## src/rtl/pipe_pkg.sv

```systemverilog
// rtl/pipe_pkg.sv - shared state, payload types and constants for elastic pipeline registers
package pipe_pkg;

   // Occupancy of an elastic register: nothing, main slot only, main plus skid slot.
   typedef enum logic [1:0] {
      PIPE_EMPTY = 2'd0,
      PIPE_ONE   = 2'd1,
      PIPE_FULL  = 2'd2
   } pipe_state_e;

   // addi x0, x0, 0
   localparam logic [31:0] RV_NOP = 32'h0000_0013;

   // IF/ID stage payload; field order sets the packed bit layout {instr, pc, pc_plus4}.
   typedef struct packed {
      logic [31:0] instr;
      logic [31:0] pc;
      logic [31:0] pc_plus4;
   } if_id_payload_t;

   localparam int IF_ID_WIDTH = $bits(if_id_payload_t);

   localparam if_id_payload_t IF_ID_NOP = '{instr: RV_NOP, pc: 32'h0, pc_plus4: 32'h0};

endpackage

```

## src/rtl/elastic_pipe_perf.sv

```systemverilog
// rtl/elastic_pipe_perf.sv - saturating stall and flush event counters for elastic_pipe_reg
module elastic_pipe_perf (
   input  logic        clk,
   input  logic        rst,
   input  logic        stall_event_i,
   input  logic        flush_event_i,
   output logic [31:0] stall_cnt_o,
   output logic [31:0] flush_cnt_o
);

   logic [31:0] stall_cnt_q, stall_cnt_d;
   logic [31:0] flush_cnt_q, flush_cnt_d;

   // Increment on each event, sticking at all-ones instead of wrapping.
   always_comb begin
      stall_cnt_d = stall_cnt_q;
      flush_cnt_d = flush_cnt_q;
      if (stall_event_i && (stall_cnt_q != 32'hFFFF_FFFF)) begin
         stall_cnt_d = stall_cnt_q + 32'd1;
      end
      if (flush_event_i && (flush_cnt_q != 32'hFFFF_FFFF)) begin
         flush_cnt_d = flush_cnt_q + 32'd1;
      end
   end

   // Counters are cleared only by reset.
   always_ff @(posedge clk) begin
      if (rst) begin
         stall_cnt_q <= 32'd0;
         flush_cnt_q <= 32'd0;
      end else begin
         stall_cnt_q <= stall_cnt_d;
         flush_cnt_q <= flush_cnt_d;
      end
   end

   assign stall_cnt_o = stall_cnt_q;
   assign flush_cnt_o = flush_cnt_q;

endmodule

```

## src/rtl/elastic_pipe_reg.sv

```systemverilog
// rtl/elastic_pipe_reg.sv - valid/ready pipeline register with 2-entry skid and flush; ELASTIC_PIPE_REG_PERF_EN adds stall/flush counters
module elastic_pipe_reg
   import pipe_pkg::*;
#(
   parameter int                       PAYLOAD_WIDTH = IF_ID_WIDTH,
   parameter bit                       FLUSH_NOP     = 1'b1,
   parameter logic [PAYLOAD_WIDTH-1:0] NOP_PAYLOAD   = PAYLOAD_WIDTH'(IF_ID_NOP)
) (
   input  logic                     clk,
   input  logic                     rst,
   input  logic                     flush,
   input  logic                     in_valid,
   output logic                     in_ready,
   input  logic [PAYLOAD_WIDTH-1:0] in_data,
   output logic                     out_valid,
   input  logic                     out_ready,
   output logic [PAYLOAD_WIDTH-1:0] out_data
`ifdef ELASTIC_PIPE_REG_PERF_EN
   ,
   output logic [31:0]              stall_cnt,
   output logic [31:0]              flush_cnt
`endif
);

   pipe_state_e              state_q, state_d;
   logic [PAYLOAD_WIDTH-1:0] main_q, main_d;
   logic [PAYLOAD_WIDTH-1:0] skid_q, skid_d;
   logic                     in_fire;
   logic                     out_fire;

   // in_ready is a function of registered state only, so backpressure never
   // forms a combinational path from out_ready to upstream.
   assign in_ready  = (state_q != PIPE_FULL) & ~rst;
   assign out_valid = (state_q != PIPE_EMPTY);
   assign out_data  = main_q;
   assign in_fire   = in_valid & in_ready;
   assign out_fire  = out_valid & out_ready;

   // Next-state and slot updates; flush overrides the normal handshake moves.
   always_comb begin
      state_d = state_q;
      main_d  = main_q;
      skid_d  = skid_q;
      if (flush) begin
         // Held beats and any beat accepted this cycle are discarded.
         if (FLUSH_NOP) begin
            state_d = PIPE_ONE;
            main_d  = NOP_PAYLOAD;
         end else begin
            state_d = PIPE_EMPTY;
         end
      end else begin
         unique case (state_q)
            PIPE_EMPTY: begin
               if (in_fire) begin
                  state_d = PIPE_ONE;
                  main_d  = in_data;
               end
            end
            PIPE_ONE: begin
               if (in_fire && out_fire) begin
                  main_d = in_data;
               end else if (in_fire) begin
                  state_d = PIPE_FULL;
                  skid_d  = in_data;
               end else if (out_fire) begin
                  state_d = PIPE_EMPTY;
               end
            end
            PIPE_FULL: begin
               // in_ready is low here, so only the drain side can move.
               if (out_fire) begin
                  state_d = PIPE_ONE;
                  main_d  = skid_q;
               end
            end
            default: begin
               state_d = PIPE_EMPTY;
            end
         endcase
      end
   end

   // Register the state and both slots; reset beats flush and drops everything.
   always_ff @(posedge clk) begin
      if (rst) begin
         state_q <= PIPE_EMPTY;
         main_q  <= '0;
         skid_q  <= '0;
      end else begin
         state_q <= state_d;
         main_q  <= main_d;
         skid_q  <= skid_d;
      end
   end

`ifdef ELASTIC_PIPE_REG_PERF_EN
   logic stall_event;
   logic flush_event;

   assign stall_event = out_valid & ~out_ready;
   assign flush_event = flush & (state_q != PIPE_EMPTY);

   elastic_pipe_perf u_perf (
      .clk           (clk),
      .rst           (rst),
      .stall_event_i (stall_event),
      .flush_event_i (flush_event),
      .stall_cnt_o   (stall_cnt),
      .flush_cnt_o   (flush_cnt)
   );
`endif

endmodule

```

## config.mk

```make
export PLATFORM = sky130hd
export DESIGN_NAME = elastic_pipe_reg
export DESIGN_NICKNAME = d
export VERILOG_FILES = /design/src/rtl/pipe_pkg.sv /design/src/rtl/elastic_pipe_perf.sv /design/src/rtl/elastic_pipe_reg.sv
export SDC_FILE = /design/constraint.sdc
export NUM_CORES = 1
export LEC_CHECK = 0
export CAP_MARGIN = 0
export CELL_PAD_IN_SITES_DETAIL_PLACEMENT = 1
export CELL_PAD_IN_SITES_GLOBAL_PLACEMENT = 2
export CORE_MARGIN = 8
export CORE_UTILIZATION = 30
export CTS_BUF_LIST = sky130_fd_sc_hd__clkbuf_4 sky130_fd_sc_hd__clkbuf_8
export DETAILED_ROUTE_END_ITERATION = 16
export HOLD_SLACK_MARGIN = 0.12
export PLACE_DENSITY = 0.91
export SLEW_MARGIN = 25
export SYNTH_ARGS = -nofsm -noshare
export SYNTH_HDL_FRONTEND = slang
export SYNTH_SLANG_ARGS = --single-unit
```

## constraint.sdc

```tcl
create_clock -name clk -period 3.8 [get_ports clk]
set_input_delay 0.57 -clock clk [delete_from_list [all_inputs] [get_ports clk]]
set_output_delay 0.57 -clock clk [all_outputs]
set_load 0.005 [all_outputs]
```

Yosys cells after proc, flatten, opt, wreduce, memory -nomap -nowiden
Cells that the tools add are included.
- output and inout port bits: 98
- flip-flop bits (word level): 194
- logic and storage cells: 47
- input bits: 101
- bitwise gates (word level): 6
- reduce and logical (&&, ||, !) cells: 11
- equal/unequal tests: 13
- multiplexer cells: 12
- operator list (kind ; number):
    2-to-1 mux 96 bit ; 3
    one-hot mux 96 bit (3 select lines) ; 1
    2-to-1 mux 69 bit ; 1
    AND reduction 4 bit ; 5
    != test 3 bit, second input constant ; 5
    2-to-1 mux 2 bit ; 5
    != test 2 bit, second input constant ; 5
    one-hot mux 2 bit (3 select lines) ; 1
    != test 4 bit, second input constant ; 1
    nonzero test 4 bit ; 1
    bitwise AND 1 bit ; 3
    inverter 1 bit ; 3
    nonzero test 3 bit ; 1
    == test 2 x 1 -> 1 bit, second input constant ; 1
    == test 2 bit, second input constant ; 1
    zero test 2 bit ; 1
    nonzero test 2 bit ; 1
    OR reduction 2 bit ; 1
    logical AND 1 bit ; 1
    2-to-1 mux 1 bit ; 1

Depth between registers and ports, before layout
- depth in word-level cells: 7
- mapped depth: 8

Least setup slack after synthesis
No wires, ideal clock.
- path type: input port to flip-flop
- start: in rst
- end: reg main_q[0], in the netlist out_data[0]
- setup slack: 1.816 ns
- setup time: 0.081 ns
- arrival: 1.903 ns
- stages: 7
- cells stage by stage: buf_2 nor4bb_1 clkbuf_1 buf_2 clkbuf_1 nor4_1 a211oi_2
- longest elaborated chain between the ends: 6
- elaborated cells on any way between the ends: 8
- classes of those cells: eq/ne (2); bitwise (3); reduce/logical (3)
- RTL lines (element ; RTL line ; text):
    from (decl) ; elastic_pipe_reg.sv:10 ; input logic rst,
    inverter 1 bit ; elastic_pipe_reg.sv:33 ; assign in_ready = (state_q != PIPE_FULL) & ~rst;
    bitwise AND 1 bit ; elastic_pipe_reg.sv:33 ;
    bitwise AND 1 bit ; elastic_pipe_reg.sv:36 ; assign in_fire = in_valid & in_ready;
    logical AND 1 bit ; elastic_pipe_reg.sv:61 ; if (in_fire && out_fire) begin
    != test 2 bit (no line) ; n/a ;
    AND reduction 4 bit (no line) ; n/a ;
    to (signal assigned) ; elastic_pipe_reg.sv:92 ; main_q <= main_d;
    to (decl) ; elastic_pipe_reg.sv:26 ; logic [PAYLOAD_WIDTH-1:0] main_q, main_d;
Parallel ways exist; a longest one is shown, timed or not.
A chain may end at the register's enable or synchronous reset.

Final worst setup path
- start: in in_valid
- end: reg main_q[65], in the netlist out_data[65]
- longest elaborated chain between the ends: 4
- elaborated cells on any way between the ends: 5
- classes of those cells: eq/ne (2); bitwise (1); reduce/logical (2)
- RTL lines (element ; RTL line ; text):
    from (decl) ; elastic_pipe_reg.sv:12 ; input logic in_valid,
    bitwise AND 1 bit * ; elastic_pipe_reg.sv:36 ;
    logical AND 1 bit ; elastic_pipe_reg.sv:61 ;
    != test 3 bit (no line) ; n/a ;
    AND reduction 4 bit (no line) * ; n/a ;
Every way passes the cells marked *; elsewhere a longest branch is shown, timed or not.

==> metrics.md <==
| Metric | Value |
|---|---|
| Status | finished, final reports clean |
| Worst-path clk slew | 0.10 ns |
| Type of the worst setup path | in -> reg |
| Post-Synthesis Cells | 912 |
| Clk root buf | clkbuf_8 |
| CTS tree | built |
| Max Root-Sink Buffers | 2 |
| Pre-antenna DRT Iters | 4 |
| H-tree levels | 4 |
| Synth area leaders | dfxtp_1 (46%), mux2i_1 (11%), nor4_1 (6.9%), a211oi_2 (5.9%), a21oi_1 (5.8%) |
| # setup viols final | 0 |
| Starting DRT DRC Count | 459 |
| Pleak | 4.12 nW |
| Worst setup EP type | register |
| Crit start category | input port |
| Final net count | 1128 |
| Total gr overflow | 0 |
| Max-cap violations | 0 |
| Hold Crit Class | reg -> reg |
| Crit path launch | in_valid |
| Crit path arrival time | 3.09 ns |
| Yosys warns | 0 |
| Site Rows | 61 |
| Total setup buffers inserted after CTS | 0 |
| GRT Total Usage | 17.4% |
| Total number of vias | 7781 |
| Initial antenna violation count | 0 |
| Antenna diode count | 0 |
| Drt total wl | 29600 um |
| # fillers | 3145 |
| Seq cells post-synth | 194 |
| Tmin final | 2.74 ns |
| Area of the core | 27900 um2 |
| RSZ-0062 raised after global routing | false |
| Routed WL per cell | 20.9 um |
| Synthesized area | 8490 um2 |
| Layout Area Growth over Synthesis | 30.8% |
| Ports | 199 |
| Synth unique cells | 30 |
| # hold bufs at CTS | 0 |
| IR Drop Worst-Case VDD | 222 uV |
| R2r startpoint | state_q[1]$_SDFFE_PP0P_ |
| Critical Path Fanout Max | 50 |
| Clock latency on the worst-skew pair | 0.46 ns |
| Hold slack final | 0.482 ns |
| TNS Setup | 0 ns |
| CTS sink cnt | 194 |
| Pin slew with the least headroom to its limit | 0.836 ns |
| Highest clock rate | 365 MHz |
| Drt drc | 0 |
| Most frequent cells in the layout | clkdlybuf4s50_1 (197), dfxtp_1 (194), a21oi_1 (98) |
| Power density cells | 378 nW/um2 |
| Vias in the first global route | 8325 |
| Most common cell after layout, fill and taps aside | clkdlybuf4s50_1 |
| Final hold vios | 0 |
| Global-route wire length before repair | 47100 um |
| Die extent in y | 184 um |
| Layout cell share with drive strength beyond 1 | 9.72% |
| Die area | 33900 um2 |
| Initial Utilization | 30.5% |
| Yosys top cell by area | dfxtp_1 |
| Register area share after synthesis | 45.8% |
| Largest net degree at the start of global routing | 98 |
| # resized after CTS | 0 |
| Port bufs | 198 |
| Synth top area share | 45.8% |
| Synth Area per Inst | 9.31 um2 |
| Worst Skew | 0.0230 ns |
| Slew headroom | 44.2% |
| Vias per inst | 5.49 |
| Hold wc startpoint | skid_q[51]$_SDFFE_PP0P_ |
| Synthesized Nets | 1013 |
| Num CTS Buffers | 17 |
| Final antenna-violating net count | 0 |
| Final critical-path share of the clock period | 72.1% |
| CP Data Required Time | 4.15 ns |
| Die Width | 184 um |
| Slew Viols, Final | 0 |
| Dpl hpwl | 18100 um |
| Final GP Congestion | 0.711 |
## synth_stat cells
library cell  instances
inv_1                 1
or2_2                 1
nand2_1               1
nor2b_1               1
nand3_1              96
nand3b_1              1
o21ba_2               1
nor2_1                3
clkbuf_1             97
buf_4                 1
nand2b_1              1
mux2i_1              97
a311oi_1              3
nor3_1                1
buf_2                14
nor4b_4               1
a211oi_1             53
nor4_1               93
or2_1                 1
nor4bb_1              1
or3_1                 2
o21ai_0              97
nor4b_1               3
dfxtp_1             194
buf_6                 5
or3b_2                1
and3b_1               2
a21oi_1              98
a211oi_2             40
buf_1                 2
## per-layer routing
metal  up-vias  share of wire (%)  global-route usage, %  wire, um
met2       157                 48                   29.7     14400
met3        26                4.4                   3.66      1290
li1       3676                  -                      -         -
met5         -                  0                      0         0
met4         0                1.4                   4.84       419
met1      3922                 46                   21.7     13500
## path summary, 6_finish.rpt
kind                                    end  slack, ns  cells after the start
setup / recovery  out_data[65]$_SDFFE_PP0P_       1.06                      6
setup reg to reg  out_data[65]$_SDFFE_PP0P_       1.24                      5
hold reg to reg     skid_q[51]$_SDFFE_PP0P_       0.48                      2
hold / removal      skid_q[51]$_SDFFE_PP0P_       0.48                      2
## worst max-delay path, stage by stage
cell	delay, ns
clkdlybuf4s50_1	0.59
nor4b_4	0.29
buf_4	0.57
buf_4	0.60
nor4b_1	0.13
a311oi_1	0.26
## through the flow
| step | power [mW] | cells | util [%] | instance area, um2 | setup slack, ns |
|---|---|---|---|---|---|
| floorplan | 2.49 | 912 | - | 8490 | 1.82 |
| global placement | 2.81 | 1385 | 38.3 | 10700 | 0.626 |
| detailed placement | 2.82 | 1386 | 38.4 | 10700 | 0.614 |
| CTS | 4.26 | 1417 | 39.9 | 11100 | 1.12 |
| global route | 4.39 | 1417 | 39.9 | 11100 | 0.930 |
| finish | 4.20 | 1417 | 39.9 | 11100 | 1.06 |
## cells by family (layout without fill, tap and decap cells)
logic type | Yosys count | in the layout | synth area share, %
compound gates | 292 | 292 | 22.5
flops | 194 | 194 | 45.8
buf+inv | 120 | 247 | 6.00
simple gates | 209 | 209 | 14.3
mux | 97 | 97 | 11.4
## registers in the layout (all words and copies together), names as in the netlist
name / flops
out_data: 96
state_q: 2
skid_q: 96
## area by class of cell
cell class                      instances  area (um2)  share of cell area (%)
Multi-Input combinational cell        598        4140                    37.3
Sequential cell                       194        3880                    35.0
Timing Repair Buffer                  215        2210                    19.9
Tap cell                              378         473                    4.26
Clock buffer                           19         249                    2.24
Clock inverter                         12         151                    1.36
Inverter                                1        3.75                  0.0338
## report_power, final
group / internal, mW / leakage (nW) / switching, mW
combinational: 0.303 / 2.35 / 0.339
sequential: 2.09 / 1.57 / 0.0359
clock: 0.615 / 0.189 / 0.811
total: 3.01 / 4.12 / 1.19
No activity file was read; power rests on OpenSTA's default activity.
